==> config.mk <==
export PLATFORM = sky130hd
export DESIGN_NAME = dot_operand_loader
export DESIGN_NICKNAME = d
export VERILOG_FILES = /design/src/rtl/dot_operand_loader.sv
export SDC_FILE = /design/constraint.sdc
export NUM_CORES = 1
export LEC_CHECK = 0
export ABC_CLOCK_PERIOD_IN_PS = 3300
export BUFFER_PORTS_ARGS = -buffer_cell sky130_fd_sc_hd__buf_4
export CAP_MARGIN = 25
export CORE_AREA = 2 2 220 222
export DETAILED_ROUTE_END_ITERATION = 8
export DIE_AREA = 0 0 222 224
export PLACE_DENSITY_LB_ADDON = 0.05
export SLEW_MARGIN = 20
export SYNTH_ARGS = -nofsm -noshare
export SYNTH_HDL_FRONTEND = slang
export SYNTH_SLANG_ARGS = --single-unit
==> constraint.sdc <==
create_clock -name clk -period 3.3 [get_ports clk]
set_input_delay 0.165 -clock clk [delete_from_list [all_inputs] [get_ports clk]]
set_output_delay 0.165 -clock clk [all_outputs]
set_load 0.1 [all_outputs]
==> src/rtl/dot_operand_loader.sv <==
// dot_operand_loader: byte-stream operand stager for the 32-lane dot-product engine.
// Bytes 0..VEC_LEN-1 of a frame fill vector a and the rest fill vector b. A
// correctly framed final byte fires a one-cycle start. The loader then waits for
// the engine's done rising edge and holds the result on a valid/ready port.
// Optional feature: define DOT_LOADER_TIMEOUT_EN to add a completion watchdog.
// A watchdog expiry returns a zero result and pulses err.
//
// Handshakes: a transfer happens on a rising edge where valid && ready are both
// high. The producer holds valid and its payload stable until that edge. ready
// may change freely. in_ready is decoded from state only.
module dot_operand_loader #(
  parameter int VEC_LEN = 32,
  parameter int DATA_W  = 8
`ifdef DOT_LOADER_TIMEOUT_EN
  ,
  parameter int TIMEOUT_CYC = 64
`endif
) (
  input  logic                             clk,
  input  logic                             rst_n,
  input  logic                             in_valid,
  output logic                             in_ready,
  input  logic [DATA_W-1:0]                in_data,
  input  logic                             in_last,
  output logic [VEC_LEN-1:0][DATA_W-1:0]   dot_a,
  output logic [VEC_LEN-1:0][DATA_W-1:0]   dot_b,
  output logic                             dot_start,
  input  logic                             dot_done,
  input  logic [15:0]                      dot_c,
  output logic                             res_valid,
  input  logic                             res_ready,
  output logic [15:0]                      res_data,
  output logic                             err,
  output logic                             busy,
  output logic [2:0]                       dbg_state
);

  localparam int         IDX_W     = (VEC_LEN > 1) ? $clog2(VEC_LEN) : 1;
  localparam logic [6:0] LAST_A    = 7'(VEC_LEN - 1);
  localparam logic [6:0] LAST_B    = 7'(2 * VEC_LEN - 1);
  localparam logic [6:0] VEC_LEN_K = 7'(VEC_LEN);

  typedef enum logic [2:0] {
    ST_LOAD_A = 3'd0,
    ST_LOAD_B = 3'd1,
    ST_FIRE   = 3'd2,
    ST_WAIT   = 3'd3,
    ST_HOLD   = 3'd4
  } state_t;

  state_t                           state_q, state_d;
  logic [6:0]                       k_q, k_d;
  logic [VEC_LEN-1:0][DATA_W-1:0]   a_q, a_d;
  logic [VEC_LEN-1:0][DATA_W-1:0]   b_q, b_d;
  logic                             start_q, start_d;
  logic                             done_q;
  logic                             res_valid_q, res_valid_d;
  logic [15:0]                      res_data_q, res_data_d;
  logic                             err_q, err_d;
  logic                             accept;
  logic                             done_rise;
  logic [IDX_W-1:0]                 a_idx;
  logic [IDX_W-1:0]                 b_idx;
`ifdef DOT_LOADER_TIMEOUT_EN
  localparam logic [7:0] TO_LAST = 8'(TIMEOUT_CYC - 1);
  logic [7:0]                       to_cnt_q, to_cnt_d;
`endif

  assign in_ready  = (state_q == ST_LOAD_A) || (state_q == ST_LOAD_B);
  assign busy      = (state_q == ST_FIRE) || (state_q == ST_WAIT) || (state_q == ST_HOLD);
  assign accept    = in_valid && in_ready;
  assign done_rise = dot_done && !done_q;
  assign a_idx     = k_q[IDX_W-1:0];
  assign b_idx     = IDX_W'(k_q - VEC_LEN_K);

  assign dot_a     = a_q;
  assign dot_b     = b_q;
  assign dot_start = start_q;
  assign res_valid = res_valid_q;
  assign res_data  = res_data_q;
  assign err       = err_q;
  assign dbg_state = state_q;

  // Next-state, byte steering, framing check and result capture.
  always_comb begin
    state_d     = state_q;
    k_d         = k_q;
    a_d         = a_q;
    b_d         = b_q;
    start_d     = 1'b0;
    res_valid_d = res_valid_q;
    res_data_d  = res_data_q;
    err_d       = 1'b0;
`ifdef DOT_LOADER_TIMEOUT_EN
    to_cnt_d    = to_cnt_q;
`endif
    case (state_q)
      ST_LOAD_A: begin
        if (accept) begin
          a_d[a_idx] = in_data;
          if (in_last) begin
            // Early end of frame: the byte is consumed and the frame is dropped.
            err_d = 1'b1;
            k_d   = '0;
          end else begin
            k_d = k_q + 7'd1;
            if (k_q == LAST_A) state_d = ST_LOAD_B;
          end
        end
      end
      ST_LOAD_B: begin
        if (accept) begin
          b_d[b_idx] = in_data;
          k_d        = '0;
          if (k_q == LAST_B) begin
            if (in_last) begin
              state_d = ST_FIRE;
              start_d = 1'b1;
            end else begin
              err_d   = 1'b1;
              state_d = ST_LOAD_A;
            end
          end else if (in_last) begin
            err_d   = 1'b1;
            state_d = ST_LOAD_A;
          end else begin
            k_d = k_q + 7'd1;
          end
        end
      end
      ST_FIRE: begin
        state_d = ST_WAIT;
`ifdef DOT_LOADER_TIMEOUT_EN
        to_cnt_d = '0;
`endif
      end
      ST_WAIT: begin
        // Only a fresh rising edge counts; a level left high is not a completion.
        if (done_rise) begin
          res_data_d  = dot_c;
          res_valid_d = 1'b1;
          state_d     = ST_HOLD;
        end
`ifdef DOT_LOADER_TIMEOUT_EN
        else if (to_cnt_q == TO_LAST) begin
          res_data_d  = 16'h0000;
          res_valid_d = 1'b1;
          err_d       = 1'b1;
          state_d     = ST_HOLD;
        end else begin
          to_cnt_d = to_cnt_q + 8'd1;
        end
`endif
      end
      ST_HOLD: begin
        if (res_ready) begin
          res_valid_d = 1'b0;
          k_d         = '0;
          state_d     = ST_LOAD_A;
        end
      end
      default: begin
        state_d = ST_LOAD_A;
        k_d     = '0;
      end
    endcase
  end

  // State and datapath registers; done_q samples dot_done in every state.
  always_ff @(posedge clk or negedge rst_n) begin
    if (!rst_n) begin
      state_q     <= ST_LOAD_A;
      k_q         <= '0;
      a_q         <= '0;
      b_q         <= '0;
      start_q     <= 1'b0;
      done_q      <= 1'b0;
      res_valid_q <= 1'b0;
      res_data_q  <= '0;
      err_q       <= 1'b0;
`ifdef DOT_LOADER_TIMEOUT_EN
      to_cnt_q    <= '0;
`endif
    end else begin
      state_q     <= state_d;
      k_q         <= k_d;
      a_q         <= a_d;
      b_q         <= b_d;
      start_q     <= start_d;
      done_q      <= dot_done;
      res_valid_q <= res_valid_d;
      res_data_q  <= res_data_d;
      err_q       <= err_d;
`ifdef DOT_LOADER_TIMEOUT_EN
      to_cnt_q    <= to_cnt_d;
`endif
    end
  end

endmodule

==> summary by stage <==
Synth
The synthesized netlist cell count is 1,297. Among all flip-flop cells after synthesis, the most frequent one is sky130_fd_sc_hd__dfrtp_1. Synthesis produced a netlist with a net count of 1,332. In this run, synthesis inferred 0 flip-flops with an integrated enable.

The number of synthesized register bits is 542. The number of warnings issued by yosys is 0. The cell taking the most area after synthesis is sky130_fd_sc_hd__dfrtp_1. The synthesized area is 21,300 µm². Yosys mapped the design onto 45 distinct sky130hd cell types. The mean post-synth cell area is 16.4 µm². Of the post-synthesis cell area, the dominant cell type holds 0.637. Ranked by total cell area, the synthesized netlist is headed by sky130_fd_sc_hd__dfrtp_1, sky130_fd_sc_hd__mux2_2, sky130_fd_sc_hd__mux2_4. The proportion of register bits with asynchronous set or reset after synthesis is 1.00.

The fraction of the yosys area taken by sequential cells is 0.637.

Clock network
In this run the deepest clock path goes through 3 buffers. The tree is rooted in a sky130_fd_sc_hd__clkbuf_16. The H-tree was split into 2 levels.

At the later pin of the worst-skew pair, clock insertion delay measures 0.60 ns. The number of buffers added to fix hold violations after cts is 22. The number of clock sinks seen by CTS is 542. The TritonCTS clock tree is done. Counting the buffers created by CTS gives 56. The number of gates resized after cts is 0. The post-CTS setup buffer count is 0. After clock tree synthesis, the clock-pin slew on the worst setup and hold paths is 0.06 ns.

GRT
The remaining global-route overflow is 0. Entering global routing, the biggest net connects 97 pins. The number of antenna violations at the first check in global routing is 0.

In the global route stage, overall resource usage came out at 0.260. The met3 demand-to-capacity share in global routing is 0.0838. The number of global-route vias before repair is 14,000. The first global-routing pass estimated 96,000 µm of wire.

The met2 layer usage reported by global route is 0.425. The highest-utilization routing layer at the global route stage is met2. The global-route track usage on met1 is 0.332.

Power
The internal power of the cells is 12,800 µW. The part of the power in registers is 0.346. Of the total power, combinational logic draws 0.380. Of the total power, the clock network draws 0.274. The power density normalized to cell area is 812 nW/µm². Of the total power, the share spent switching nets is 0.440.

The total leakage power is 0.0150 µW. Across the VDD grid, the largest voltage drop is 658 µV. The net switching power is 10,100 µW.

Placement
The number of placed instances, taps included is 2,422. Once detailed placement completed, the half-perimeter wirelength came to 42,600 µm. The number of port buffers is 565. At the placement stage, the worst setup path has a slack of 0.940 ns. The weighted congestion reported at the end of routability-driven placement is 0.814.

Cells and area
The multi-input combinational cells in the finished layout cover a total of 7400 µm². The number of fillers in the final layout is 3,801. In the final layout, the share of cells above drive strength 1 is 0.652.

The sequential cells in the finished layout cover a total of 13,600 µm². The final cell count without fillers is 2,541. From synthesis to final layout, the design area changed by 32.6%. The final antenna diode count is 0. The library cell used most frequently in the layout, excluding fill and tap cells, is sky130_fd_sc_hd__buf_4.

The library cells used most frequently in the layout, excluding fill and tap cells, are sky130_fd_sc_hd__buf_4, sky130_fd_sc_hd__dfrtp_1, sky130_fd_sc_hd__mux2_2. The final layout contains 1,922 nets.

Timing
The total negative slack for setup checks is 0 ns. The worst slew margin relative to its limit is 0.301. The actual transition at the worst max-transition pin is 1.05 ns. The shortest period the worst path allows is 2.37 ns.

The timing-limited maximum frequency is 423 MHz. Between clock sinks in the finished design, the worst skew comes to 0.0150 ns. Setup repair after global routing left no endpoint under its margin. The number of pins exceeding their max-slew limit in the final report was 0. The setup slack of the critical path after layout is 0.934 ns. The number of hold violations in the final report is 0. Setup violations remaining at the end of the flow were counted as 0. The share of the clock period used by the worst path after layout is 0.717.

Die
The die covers 49,700 µm². The width of the die is 222 µm. The boundary pin count is 566. In this run the core area contains 80 standard-cell rows. The floorplan step defined a core boundary enclosing 47,300 µm². The initial utilization of the core area, before any placement, comes to 0.450. The floorplan step set the die height to 224 µm.

Detailed routing
The first TritonRoute pass finished after 4 iterations. The detail route stage leaves a number of antenna-violating nets equal to 0. For this block, the via count after detailed routing is 13,200. The via density per instance is 5.21. After detailed routing, the average wire length per cell comes to 25.4 µm.

The violation count after the first detailed-route iteration is 643. For this block, the routed nets add up to 64,500 µm of wire. The final routed DRC violation total is 0.

Worst setup path
Together, buffers and inverters on the worst path number 1. Grouping stages by cell kind, the critical path spends the most delay in simple AND/OR/NAND/NOR gates. Walking the worst path, the cells encountered are inv_1 > or3_1 > nor2_4 > mux2_2. On the worst path, the slowest cell contributes a delay of 0.77 ns. The type of element capturing the critical path is a flip-flop. For this design, the slowest cell found on the critical path is sky130_fd_sc_hd__or3_1. The worst setup path is of the flip-flop to flip-flop kind. The element type at the critical path start is a flip-flop. The highest net fanout along the worst path is 10. At the worst endpoint, the arrival time is 2.85 ns.

STA puts the critical path data required time at 3.78 ns.

Worst hold path
The path class of the tightest hold or removal check is primary input to async pin.

Run
The max-capacitance violation count is 0.

Status
The flow ran to the end, and the final reports show no timing, DRC or antenna violations.
final timing paths:
path,slack (ns),end,cells past startpoint,startpoint
worst max-delay path,0.93,dot_b[82],4,k_q[3]
worst min-delay path,0.18,dot_b[209],2,rst_n
worst max register to register,0.93,dot_b[82],4,k_q[3]
worst min register to register,0.49,dot_b[175],1,dot_b[175]
max in group asynchronous,1.99,dot_b[81],3,rst_n
min in group clk,0.27,done_q,2,dot_done
cell families after synthesis:
family,synth area share
muxes,0.287
adders and majority gates,0.00294
AOI/OAI and AO/OA,0.00628
DFF,0.637
and+or+nand+nor,0.0516
buffers and inverters,0.0160
metal layers:
layer,wire length [µm],up-vias
met5,0,-
met4,1900,0
met3,5160,100
met2,31000,433
met1,26500,6967
li1,-,5738
through the flow:
stage | hold WS [ns] | util | power (µW) | cell area [µm²]
3_5_place_dp | 0.286 | 0.553 | 16800 | 26200
2_1_floorplan | -0.131 | - | 14700 | 21300
3_3_place_gp | 0.285 | 0.553 | 16700 | 26200
5_1_grt | 0.253 | 0.596 | 23600 | 28200
6_report | 0.180 | 0.596 | 22900 | 28200
4_1_cts | 0.251 | 0.596 | 23100 | 28200
worst register-to-register path, cell delays in order, from the launching register on:
cell and delay [ns]:
sky130_fd_sc_hd__dfrtp_1 0.50, sky130_fd_sc_hd__inv_1 0.14, sky130_fd_sc_hd__or3_1 0.77, sky130_fd_sc_hd__nor2_4 0.45
sky130_fd_sc_hd__mux2_2 0.38
layout make-up:
class                      instances  share of cell area
multi-input combinational        678               0.262
sequential                       542               0.480
inverter                           5            0.000665
clock inverter                    15             0.00554
timing repair buffer             604               0.165
clock buffer                      82              0.0591
tap                              615              0.0272
power groups by stage:
stage | clock network, µW | registers [µW] | logic (µW)
after floorplan | 0 | 13500 | 1110
after global placement | 0 | 7990 | 8710
after detailed placement | 0 | 8030 | 8740
after CTS | 6440 | 7920 | 8770
after global routing | 6710 | 8010 | 8910
final | 6290 | 7920 | 8710
cell usage after synthesis (7+ instances only):
cell type and count:
sky130_fd_sc_hd__nor2_8 16, sky130_fd_sc_hd__nand2_1 13, sky130_fd_sc_hd__mux2_1 19, sky130_fd_sc_hd__dfrtp_1 542
sky130_fd_sc_hd__buf_2 9, sky130_fd_sc_hd__o21ai_0 7, sky130_fd_sc_hd__mux2_4 40, sky130_fd_sc_hd__nor2_4 13
sky130_fd_sc_hd__mux2_2 469, sky130_fd_sc_hd__clkbuf_1 51, sky130_fd_sc_hd__nor2_2 36, sky130_fd_sc_hd__buf_1 8
flip-flops by register name, indices dropped and copies added (netlist names):
register   cells
dot_start      1
dot_a        256
dot_b        256
res_valid      1
res_data      16
k_q            7
dbg_state      3
done_q         1
err            1
(Power assumes the default switching activity.)
